[config.mk]
export PLATFORM = sky130hd
export DESIGN_NAME = cv32e40p_ft_manager
export DESIGN_NICKNAME = d
export VERILOG_FILES = /design/src/rtl/cv32e40p_ft_pkg.sv /design/src/rtl/cv32e40p_ft_err_counter.sv /design/src/rtl/cv32e40p_ft_manager.sv
export SDC_FILE = /design/constraint.sdc
export NUM_CORES = 1
export LEC_CHECK = 0
export ABC_CLOCK_PERIOD_IN_PS = 9400
export BUFFER_PORTS_ARGS = -buffer_cell sky130_fd_sc_hd__buf_2
export CAP_MARGIN = 15
export CORE_MARGIN = 2
export CORE_UTILIZATION = 50
export CTS_BUF_LIST = sky130_fd_sc_hd__clkbuf_2 sky130_fd_sc_hd__clkbuf_4 sky130_fd_sc_hd__clkbuf_8
export CTS_CLUSTER_DIAMETER = 60
export DETAILED_ROUTE_END_ITERATION = 16
export PLACE_DENSITY = 0.77
export SLEW_MARGIN = 20
export SYNTH_ARGS = -nofsm -noshare
export SYNTH_HDL_FRONTEND = slang
export SYNTH_SLANG_ARGS = --single-unit
export TNS_END_PERCENT = 10
[constraint.sdc]
create_clock -name clk -period 9.4 [get_ports clk]
set_input_delay 1.88 -clock clk [delete_from_list [all_inputs] [get_ports clk]]
set_output_delay 1.88 -clock clk [all_outputs]
set_load 0.005 [all_outputs]
[src/rtl/cv32e40p_ft_pkg.sv]
// Shared types for the TMR fault-tolerance manager: command opcodes, FSM states
// and a 3-bit population count used for replica-health checks.
package cv32e40p_ft_pkg;

  typedef enum logic [1:0] {
    NOP     = 2'd0,
    FORCE   = 2'd1,
    RELEASE = 2'd2,
    CLR_CNT = 2'd3
  } ft_cmd_e;

  typedef enum logic [1:0] {
    IDLE  = 2'd0,
    CHECK = 2'd1,
    WAIT  = 2'd2,
    RESP  = 2'd3
  } ft_mgr_state_e;

  function automatic logic [1:0] popcnt3(input logic [2:0] v);
    return 2'(v[0]) + 2'(v[1]) + 2'(v[2]);
  endfunction

endpackage

[src/rtl/cv32e40p_ft_err_counter.sv]
// Per-unit saturating error counter with a sticky threshold flag; a clear that
// coincides with an increment restarts the count at 1.
module cv32e40p_ft_err_counter #(
  parameter int CNT_W      = 8,
  parameter int IRQ_THRESH = 16
) (
  input  logic             clk,
  input  logic             rst_n,
  input  logic             inc_i,
  input  logic             clr_i,
  output logic [CNT_W-1:0] cnt_o,
  output logic             irq_o
);

  localparam logic [CNT_W-1:0] CNT_MAX = '1;

  logic [CNT_W-1:0] cnt_d, cnt_q;
  logic             irq_d, irq_q;

  always_comb begin
    cnt_d = cnt_q;
    irq_d = irq_q;
    if (clr_i) begin
      cnt_d = inc_i ? CNT_W'(1) : '0;
      irq_d = 1'b0;
    end else if (inc_i && (cnt_q != CNT_MAX)) begin
      cnt_d = cnt_q + CNT_W'(1);
    end
    if (32'(cnt_d) >= IRQ_THRESH) irq_d = 1'b1;
  end

  always_ff @(posedge clk or negedge rst_n) begin
    if (!rst_n) begin
      cnt_q <= '0;
      irq_q <= 1'b0;
    end else begin
      cnt_q <= cnt_d;
      irq_q <= irq_d;
    end
  end

  assign cnt_o = cnt_q;
  assign irq_o = irq_q;

endmodule

[src/rtl/cv32e40p_ft_manager.sv]
// Central TMR maintenance controller: sequences force/release/clear commands
// against each unit's set_broken/is_broken loop and tracks error statistics.
module cv32e40p_ft_manager
  import cv32e40p_ft_pkg::*;
#(
  parameter int NBLOCKS     = 4,
  parameter int CNT_W       = 8,
  parameter int IRQ_THRESH  = 16,
  parameter int ACK_TIMEOUT = 64,
  parameter int BLK_W       = (NBLOCKS > 1) ? $clog2(NBLOCKS) : 1
) (
  input  logic                 clk,
  input  logic                 rst_n,
  input  logic [NBLOCKS*3-1:0] is_broken_i,
  input  logic [NBLOCKS-1:0]   err_detected_i,
  output logic [NBLOCKS*3-1:0] set_broken_o,
  input  logic                 cmd_valid_i,
  output logic                 cmd_ready_o,
  input  logic [1:0]           cmd_op_i,
  input  logic [BLK_W-1:0]     cmd_blk_i,
  input  logic [1:0]           cmd_rep_i,
  output logic                 resp_valid_o,
  output logic                 resp_err_o,
  input  logic [BLK_W-1:0]     rd_blk_i,
  output logic [CNT_W-1:0]     rd_cnt_o,
  output logic                 irq_o,
  output logic                 fatal_o
);

  localparam int TMR_W = (ACK_TIMEOUT > 1) ? $clog2(ACK_TIMEOUT) : 1;

  ft_mgr_state_e        state_d, state_q;
  ft_cmd_e              op_d, op_q;
  logic [BLK_W-1:0]     blk_d, blk_q;
  logic [1:0]           rep_d, rep_q;
  logic [NBLOCKS*3-1:0] mask_d, mask_q;
  logic [TMR_W-1:0]     timer_d, timer_q;
  logic                 resp_valid_d, resp_valid_q;
  logic                 resp_err_d, resp_err_q;
  logic                 fatal_d, fatal_q;

  logic [2:0]           ib_arr   [NBLOCKS];
  logic [2:0]           mask_arr [NBLOCKS];
  logic [CNT_W-1:0]     cnt_arr  [NBLOCKS];
  logic [NBLOCKS-1:0]   irq_vec, clr_vec, unit_fatal;
  logic [NBLOCKS*3-1:0] sel_bit;
  logic                 clr_en, legal, cur_mask, cur_ib;
  logic [2:0]           unit_ib, unit_mask, rep_oh;
  logic [1:0]           healthy_after;

  for (genvar gi = 0; gi < NBLOCKS; gi++) begin : g_unit
    assign ib_arr[gi]     = is_broken_i[3*gi +: 3];
    assign mask_arr[gi]   = mask_q[3*gi +: 3];
    assign unit_fatal[gi] = popcnt3(ib_arr[gi]) >= 2'd2;
    assign clr_vec[gi]    = clr_en && (blk_q == BLK_W'(gi));
    for (genvar gr = 0; gr < 3; gr++) begin : g_rep
      assign sel_bit[3*gi+gr] = (blk_q == BLK_W'(gi)) && (rep_q == 2'(gr));
    end
    cv32e40p_ft_err_counter #(
      .CNT_W      (CNT_W),
      .IRQ_THRESH (IRQ_THRESH)
    ) u_err_cnt (
      .clk   (clk),
      .rst_n (rst_n),
      .inc_i (err_detected_i[gi]),
      .clr_i (clr_vec[gi]),
      .cnt_o (cnt_arr[gi]),
      .irq_o (irq_vec[gi])
    );
  end

  assign legal     = (32'(blk_q) < NBLOCKS) && (rep_q != 2'd3);
  assign unit_ib   = legal ? ib_arr[blk_q] : 3'b000;
  assign unit_mask = legal ? mask_arr[blk_q] : 3'b000;
  assign rep_oh    = 3'b001 << rep_q;
  assign cur_mask  = |(mask_q & sel_bit);
  assign cur_ib    = |(is_broken_i & sel_bit);
  // Replicas left healthy (neither broken nor forced) if this force went ahead.
  assign healthy_after = popcnt3(~(unit_ib | unit_mask | rep_oh));

  always_comb begin
    state_d    = state_q;
    op_d       = op_q;
    blk_d      = blk_q;
    rep_d      = rep_q;
    mask_d     = mask_q;
    timer_d    = timer_q;
    resp_err_d = 1'b0;
    clr_en     = 1'b0;
    unique case (state_q)
      IDLE: begin
        if (cmd_valid_i) begin
          op_d    = ft_cmd_e'(cmd_op_i);
          blk_d   = cmd_blk_i;
          rep_d   = cmd_rep_i;
          state_d = CHECK;
        end
      end
      CHECK: begin
        state_d = RESP;
        if (op_q == NOP) begin
          resp_err_d = 1'b0;
        end else if (!legal) begin
          resp_err_d = 1'b1;
        end else begin
          unique case (op_q)
            FORCE: begin
              if (cur_mask || (healthy_after < 2'd2)) begin
                resp_err_d = 1'b1;
              end else begin
                mask_d  = mask_q | sel_bit;
                timer_d = '0;
                state_d = WAIT;
              end
            end
            RELEASE: begin
              if (cur_mask) begin
                mask_d  = mask_q & ~sel_bit;
                timer_d = '0;
                state_d = WAIT;
              end
            end
            CLR_CNT: clr_en = 1'b1;
            default: ;
          endcase
        end
      end
      WAIT: begin
        if (cur_ib == cur_mask) begin
          state_d = RESP;
        end else if (timer_q == TMR_W'(ACK_TIMEOUT - 1)) begin
          state_d    = RESP;
          resp_err_d = 1'b1;
        end else begin
          timer_d = timer_q + TMR_W'(1);
        end
      end
      RESP:    state_d = IDLE;
      default: state_d = IDLE;
    endcase
    resp_valid_d = (state_d == RESP);
    fatal_d      = fatal_q | (|unit_fatal);
  end

  always_ff @(posedge clk or negedge rst_n) begin
    if (!rst_n) begin
      state_q      <= IDLE;
      op_q         <= NOP;
      blk_q        <= '0;
      rep_q        <= '0;
      mask_q       <= '0;
      timer_q      <= '0;
      resp_valid_q <= 1'b0;
      resp_err_q   <= 1'b0;
      fatal_q      <= 1'b0;
    end else begin
      state_q      <= state_d;
      op_q         <= op_d;
      blk_q        <= blk_d;
      rep_q        <= rep_d;
      mask_q       <= mask_d;
      timer_q      <= timer_d;
      resp_valid_q <= resp_valid_d;
      resp_err_q   <= resp_err_d;
      fatal_q      <= fatal_d;
    end
  end

  assign cmd_ready_o  = (state_q == IDLE);
  assign set_broken_o = mask_q;
  assign resp_valid_o = resp_valid_q;
  assign resp_err_o   = resp_err_q;
  assign fatal_o      = fatal_q;
  assign irq_o        = |irq_vec;
  assign rd_cnt_o     = (32'(rd_blk_i) < NBLOCKS) ? cnt_arr[rd_blk_i] : '0;

endmodule
# [Word level (Yosys, flattened, before mapping)]
# Cells that the tools add are included.
[totals] out_inout_bits=25 ff_bits=65 in_bits=27 wordCells=184
[classes] n_eq_ne=28 add_sub_neg=15 order_cmp=11 reduce_logical=38 n_shift=1 muxes=62 bitwise_logic=12
[op_table] operator="2-to-1 mux 8 bit" count=10
[op_table] operator="AND 12 bit" count=3
[op_table] operator="2-to-1 mux 6 bit" count=6
[op_table] operator="adder 8 x 1 -> 8 bit (second input constant)" count=4
[op_table] operator=">= comparator 8 x 5 -> 1 bit (second input constant)" count=4
[op_table] operator="inequality test 8 bit (second input constant)" count=4
[op_table] operator="2-to-1 mux 1 bit" count=26
[op_table] operator="2-to-1 mux 12 bit" count=2
[op_table] operator="one-hot mux 12 bit (2 select lines)" count=1
[op_table] operator="one-hot mux 6 bit (2 select lines)" count=2
[op_table] operator="OR reduction 12 bit" count=2
[op_table] operator="logical AND 1 bit" count=20
[op_table] operator="2-to-1 mux 3 bit" count=6
[op_table] operator="binary-select mux 8 bit (select 2 bit)" count=1
[op_table] operator="== test 2 bit (second input constant)" count=8
[op_table] operator="inequality test 2 bit (second input constant)" count=7
[op_table] operator="binary-select mux 3 bit (select 2 bit)" count=2
[op_table] operator="NOT 12 bit" count=1
[op_table] operator="OR 12 bit" count=1
[op_table] operator="nonzero test 2 bit" count=6
[op_table] operator="adder 1 x 1 -> 2 bit" count=5
[op_table] operator="adder 2 x 1 -> 2 bit" count=5
[op_table] operator="== test 2 x 1 -> 1 bit (second input constant)" count=4
[op_table] operator=">= comparator 2 bit (second input constant)" count=4
[op_table] operator="other kinds (22)" count=33

# [Longest topological paths before layout]
# Gate-level depths: netlist of run 1.
[logic_depth] ltp_word=18 ltp_mapped=17 depth_no_buf=13

# [Hierarchy]
# From an unflattened synthesis of run 1, not the netlist that was laid out.
[unflattened] cells_unflattened=457 hier_area_um2=4513.1
[by_module_without_submodules] module="cv32e40p_ft_manager" seq_area_each_um2=725.7 area_per_inst_um2=2446.1 n_inst=1 cells_per_inst=253
[by_module_without_submodules] module="cv32e40p_ft_err_counter" seq_area_each_um2=225.2 area_per_inst_um2=516.7 n_inst=4 cells_per_inst=51

# [Worst setup path after synthesis of run 1]
# Ideal clock, no wire load.
[synth_path] path_type="in2out" from="input rd_blk_i[0]" to="output rd_cnt_o[0]" path_slack_ns=4.676 t_arrival_ns=2.844 n_path_buf=1 path_stages=2 path_cell_list="clkbuf_1 mux4_2"
[synth_between] elab_chain_cells=4
[synth_rtl] item="start: declaration" line="cv32e40p_ft_manager.sv:24" rtl="input logic [BLK_W-1:0] rd_blk_i,"
[synth_rtl] item="NOT 2 -> 3 bit (implied by the code)" line="cv32e40p_ft_manager.sv:175" rtl="assign rd_cnt_o = (32'(rd_blk_i) < NBLOCKS) ? cnt_arr[rd_blk_i] : '0;"
[synth_rtl] item="binary-select mux 8 bit (select 2 bit)" line="cv32e40p_ft_manager.sv:175"
[synth_rtl] item="2-to-1 mux 8 bit (implied by the code) (2 in a row)" line="cv32e40p_ft_manager.sv:175"
[synth_rtl] item="end: declaration" line="cv32e40p_ft_manager.sv:25" rtl="output logic [CNT_W-1:0] rd_cnt_o,"
# No other way between the ends. The select of a mux whose other input is x is not followed.

# [Final worst setup path of run 1]
[layout_path] from="input rd_blk_i[0]" to="output rd_cnt_o[6]"
# Same word-level chain as after synthesis.

==> flow_metrics.tcl, run 1 <==
set metrics [dict create \
    yosys_most_used_dff "dfrtp_1" \
    netlist_top_cells_area "dfrtp_1 39%, ha_1 5.1%, nor2_1 5.1%, mux4_2 4.3%, xor2_1 3.4%" \
    muxShareOfSynthArea_pct 8.16 \
    first_global_vias 3383 \
    path_common_cell "buf_2" \
    fin_skew_ns 0.00950 \
    avgSynthCellArea_um2 9.41 \
    slowest_stage "mux4_2" \
    vias_per_cell 6.05 \
    yosysTopAreaCellShare_pct 39.1 \
    status "completed" \
    grt_antenna_before_repair 0 \
    synth_warnings 0 \
    ys_async_sr_fraction_pct 100 \
    cts_num_sinks 65 \
    wirelength_mm 9.83 \
    finalMaxSlewViolations 0 \
    design_area_um2 4670 \
    ys_ff_latch 65 \
    fin_crit_ns 4.67 \
    core-area_um2 8130 \
    synth-simple-area-share_pct 22.4 \
    drcViolationCount 0 \
    dieHeight_um 95.2 \
    worst_setup_path_start_kind "primary input" \
    synth_fa_ha_area_share_pct 5.12 \
    synth_common_cells "65 x dfrtp_1, 56 x nor2_1, 29 x nand2_1" \
    drive_gt1_share_pct 18.7 \
    die-area_um2 9060 \
    cp-end-kind "output pin" \
    path_cells "buf_2 -> mux4_2 -> buf_2" \
    dp_slack_ns 4.72 \
    grt_overflow 0 \
    cp.arrival_ns 2.79 \
    grt_pass1_wl_mm 16.1 \
    dp.cells 582 \
    dr.first_iter.drc_count 184 \
    syn_area_um2 4160 \
    required_ns 7.52 \
    synth_compound_area_share_pct 15.9 \
    nets 532 \
    start_util_pct 51.1 \
    hold_class "reg2reg" \
    cts_made_buffers 9 \
    synth_nets 486 \
    rows 33 \
    track_usage_pct 22.8 \
    fmax_mhz 214 \
    layout.cells.non_filler 598 \
    final.setup.tns_ns 0 \
    ir_drop_v 0.000231 \
    cts_tree "yes" \
    cts_hold_buffers 0 \
    drtPass1Iterations 6 \
    slew_headroom_pct 32.1 \
    cap_violations 0 \
    p_leak_nw 2.05 \
    synth_top_family_by_area "simple AND/OR/NAND/NOR gates" \
    yosysUniqueCellTypes 65 \
    num_vias 3615 \
    grt_max_degree 66 \
    synthToLayoutAreaGrowth_pct 12.3 \
    cp_max_fo 8 \
    synth_xor_area_share_pct 5.48 \
    die_x_um 95.2 \
    cts_root_buffer "clkbuf_8" \
    detail-route-antenna-nets 0 \
    synthCells 442 \
    htreeDepth 3 \
    hpwl_mm 7.09 \
    worstMarginPinSlew_ns 1.01 \
    io_pins 52 \
    placed_area_um2 4460 \
    critPathTopFamily "multiplexers" \
    clockBufferDepth 2 \
    yosysMostFrequentCell "dfrtp_1" \
    rsz0062_at_grt "false" \
    total_power_mw 1.41 \
    place_congestion 0.887 \
    synth_area_leader_cell "dfrtp_1" \
    hold_violations 0 \
    synth_edf_count 0 \
    cts_resized 0 \
    antenna_cells 0 \
    finalSetupViolations 0 \
    post_cts.repair.setup_buffers 0 \
    fillCellCount 728 \
    ys_seq_area_share_pct 39.1 \
    clk_pin_slew_ns 0.07 \
    portBuffers 51 \
    slowest_delay_ns 0.54 \
    crit_type "in2out" \
    fin_ws_ns 4.73 \
    min_period_over_period_pct 49.7 \
    wl_per_cell_um 16.4 \
    worst-path-buf-inv 2 \
    cellPowerDensity_nw_per_um2 303 \
    insertion_delay_ns 0.34 \
]
layer usage:
| layer | wire [um] | GRT usage [%] | part of all wire [%] | up-vias |
|---|---|---|---|---|
| met5 | 0 | 0 | 0 | - |
| met4 | 137 | 6.16 | 1.4 | 0 |
| met3 | 563 | 6.17 | 5.7 | 14 |
| met2 | 4950 | 38.2 | 50 | 110 |
| met1 | 4180 | 29.1 | 43 | 1762 |
| li1 | - | - | - | 1729 |
area by class of cell:
class / instances / area (um2) / share of cell area, %
multi-input combinational: 342 / 2380 / 51.0
sequential: 65 / 1630 / 34.8
timing repair buffer: 52 / 263 / 5.63
clock buffer: 11 / 145 / 3.11
tap: 105 / 131 / 2.81
inverter: 18 / 67.6 / 1.45
clock inverter: 5 / 55.1 / 1.18
where the power goes:
group | switching, mW | leakage [nW] | total (mW) | internal, mW
Combinational | 0.354 | 1.14 | 0.635 | 0.281
Clock | 0.109 | 0.0987 | 0.240 | 0.132
Sequential | 0.168 | 0.815 | 0.539 | 0.370
kinds of logic (layout without fill, tap and decap cells):
| group | after synthesis | in the layout |
|---|---|---|
| AO/OA/AOI/OAI | 99 | 99 |
| XOR/XNOR | 26 | 26 |
| adder cells (fa/ha/maj) | 17 | 17 |
| buffers and inverters | 35 | 86 |
| flip-flops | 65 | 65 |
| multiplexers | 23 | 23 |
| AND/OR/NAND/NOR | 177 | 177 |
worst reg2reg max path: stages (launching register included):
cell and delay (ns):
dfrtp_1 0.91, nor3_1 0.16, a211oi_1 0.24, a21oi_1 0.08, o21ai_0 0.12, nand2_1 0.08
ha_1 0.31, nor3b_1 0.20, o22a_1 0.19, nor4_1 0.06, and4_1 0.25, o31ai_2 0.51
or2_1 0.24, o311ai_1 0.11
cell usage in the layout, fill, tap and decap left out, types with 3 or more instances in the layout:
cell       count
nand2_1       29
xnor2_1       10
a41oi_1        6
inv_1         18
a21oi_1       27
and4_1         3
nor2b_1        4
nor2_1        56
a31oi_1       14
xor2_1        16
nand4_1        6
nand3b_1       5
ha_1          17
nor4_1         4
o31ai_1        3
nor3_1        10
or4_1          4
and3_1         6
buf_2         51
o211ai_1       6
mux4_2         8
o21ai_0       14
nand3_1       25
nand2b_1       6
mux2_2         7
clkbuf_8      10
nand4bb_1      3
nand4b_1       3
dfrtp_1       65
mux2i_1        8
stage by stage:
step,util (%),hold slack [ns]
detailed placement,54.9,0.487
floorplan,-,0.479
finish,57.4,0.520
CTS,57.3,0.512
global route,57.4,0.529
global placement,54.9,0.491
final timing paths:
kind                        startpoint                            to  slack (ns)  cells past startpoint
max                        rd_blk_i[0]                   rd_cnt_o[6]        4.73                      3
min                            fatal_o                       fatal_o        0.52                      2
max reg2reg                   blk_q[0]                    timer_q[0]        5.78                     13
min reg2reg                    fatal_o                       fatal_o        0.52                      2
max in group asynchronous        rst_n                      rep_q[0]        7.15                      2
min in group asynchronous        rst_n  g_unit[1].u_err_cnt.cnt_o[5]        1.71                      2
No activity file was read; power rests on OpenSTA's default activity.
==> run 2: changes to the inputs <==
Settings changed: ABC_CLOCK_PERIOD_IN_PS 9400 to 4600.
Clock period 9.4 ns to 4.6 ns, I/O delays scaled along.
==> flow_metrics.tcl, run 2 (same netlist as run 1, synthesis figures left out) <==
set metrics [dict create \
    status "completed" \
    antenna_cells 0 \
    grt_overflow 0 \
    cts_hold_buffers 0 \
    cts_tree "yes" \
    path_cells "a211oi_1 -> a211o_1 -> nand2_1 -> ha_1 -> nor3b_1 -> o22a_1 -> nor4_1 -> and4_1 -> o31ai_2 -> or2_1 -> o311ai_1" \
    wl_per_cell_um 16.5 \
    required_ns 4.79 \
    drive_gt1_share_pct 18.8 \
    htreeDepth 3 \
    final_common_cell "dfrtp_1" \
    hold_violations 0 \
    crit_type "reg2reg" \
    regToRegSetupSlack_ns 1.22 \
    hold_class "in2async" \
    worstMarginPinSlew_ns 0.985 \
    drtPass1Iterations 5 \
    dieHeight_um 95.2 \
    wirelength_mm 9.89 \
    p_comb_share_pct 46.5 \
    fmax_mhz 296 \
    cp.arrival_ns 3.57 \
    cts_num_sinks 65 \
    cap_violations 0 \
    hpwl_mm 7.28 \
    p_sw_share_pct 45.9 \
    power_frac_clock_pct 15.9 \
    fin_crit_ns 3.38 \
    r2r_cells 11 \
    clk_pin_slew_ns 0.08 \
    track_usage_pct 23.0 \
    cp-end-kind "flop" \
    slowest_delay_ns 0.96 \
    worst_setup_path_start_kind "flop" \
    p_leak_nw 2.04 \
    die-area_um2 9060 \
    cellPowerDensity_nw_per_um2 613 \
    r2r-start "blk_q[1]" \
    drcViolationCount 0 \
    rows 33 \
    nets 534 \
    fin_skew_ns 0.00787 \
    cp_max_fo 31 \
    slew_headroom_pct 33.8 \
    cts_resized 0 \
    place_congestion 0.951 \
    slowest_stage "dfrtp_1" \
    intPower_mw 1.55 \
    fillCellCount 703 \
    layout_common_cells "65 x dfrtp_1, 56 x nor2_1, 51 x buf_2" \
    finalMaxSlewViolations 0 \
    io_pins 52 \
    dp_slack_ns 1.05 \
    clockBufferDepth 2 \
    final.setup.tns_ns 0 \
    cts_root_buffer "clkbuf_8" \
    grt_antenna_before_repair 0 \
    first_global_vias 3420 \
    worst-path-buf-inv 0 \
    cts_made_buffers 9 \
    dr.first_iter.drc_count 186 \
    total_power_mw 2.86 \
    insertion_delay_ns 0.36 \
    fin_ws_ns 1.22 \
    num_vias 3648 \
    portBuffers 51 \
    grt_pass1_wl_mm 16.3 \
    p_seq_share_pct 37.6 \
    p_sw_mw 1.31 \
    synthToLayoutAreaGrowth_pct 12.1 \
    critPathTopFamily "compound AO/OA/AOI/OAI gates" \
    start_util_pct 51.1 \
    ir_drop_v 0.000516 \
    worst_r2r_endpoint "timer_q[0]" \
    vias_per_cell 6.08 \
    die_x_um 95.2 \
    detail-route-antenna-nets 0 \
    min_period_over_period_pct 73.6 \
    core-area_um2 8130 \
    finalSetupViolations 0 \
    rsz0062_at_grt "false" \
    grt_max_degree 46 \
    post_cts.repair.setup_buffers 0 \
]
-- run 2: cell types whose count changed in the layout (fill, tap and decap cells not counted) --
cell	change
bufinv_16	-1
buf_4	+2
nor3_2	-1
nor3_1	+1
clkinv_2	-1
clkinv_4	+1
clkbuf_4	-1
clkinvlp_4	+2
-- run 2: per-layer routing --
layer  track usage, %  wire length, um  vias up
li1                 -                -     1738
met1             29.8             4310     1799
met2             38.2             4980       95
met3             3.32              427       16
met4             10.5              177        0
met5                0                0        -
-- run 2: worst reg2reg max path, cell delays in order, from the launching register on --
cell and delay (ns):
dfrtp_1 0.96, a211oi_1 0.11, a211o_1 0.31, nand2_1 0.07, ha_1 0.25, nor3b_1 0.21
o22a_1 0.20, nor4_1 0.05, and4_1 0.23, o31ai_2 0.44, or2_1 0.25, o311ai_1 0.14
-- run 2: how the worst max path moves through the flow --
stage / start / endpoint / slack (ns) / cells past startpoint
floorplan: blk_q[0] / timer_q[0] / 1.48 / 16
global placement: is_broken_i[2] / timer_q[0] / 1.14 / 13
detailed placement: is_broken_i[3] / timer_q[0] / 1.05 / 14
CTS: blk_q[1] / timer_q[0] / 1.29 / 11
global route: blk_q[1] / timer_q[0] / 0.90 / 12
finish: blk_q[1] / timer_q[0] / 1.22 / 11
-- run 2: cell type report --
| cell class | count | area, um2 | area share (%) |
|---|---|---|---|
| clock inverter | 6 | 43.8 | 0.940 |
| tap | 105 | 131 | 2.82 |
| multi-input combinational | 342 | 2370 | 51.0 |
| clock buffer | 10 | 138 | 2.95 |
| sequential | 65 | 1630 | 34.9 |
| timing repair buffer | 54 | 278 | 5.96 |
| inverter | 18 | 67.6 | 1.45 |
-- run 2: power groups by stage --
| stage | Sequential, mW | Combinational [mW] | Clock [mW] |
|---|---|---|---|
| finish | 1.08 | 1.33 | 0.453 |
| global route | 1.11 | 1.50 | 0.489 |
| CTS | 1.07 | 1.32 | 0.458 |
| detailed placement | 1.08 | 1.32 | 0 |
| global placement | 1.07 | 1.26 | 0 |
| floorplan | 0.923 | 1.12 | 0 |
-- run 2: stage by stage --
step / area, um2 / std cells / utilization (%) / hold WS [ns]
after global routing: 4660 / 600 / 57.3 / 0.527
after global placement: 4480 / 584 / 55.1 / 0.496
after floorplan: 4160 / 442 / - / 0.479
after CTS: 4660 / 600 / 57.3 / 0.508
final: 4660 / 600 / 57.3 / 0.510
after detailed placement: 4480 / 584 / 55.1 / 0.492
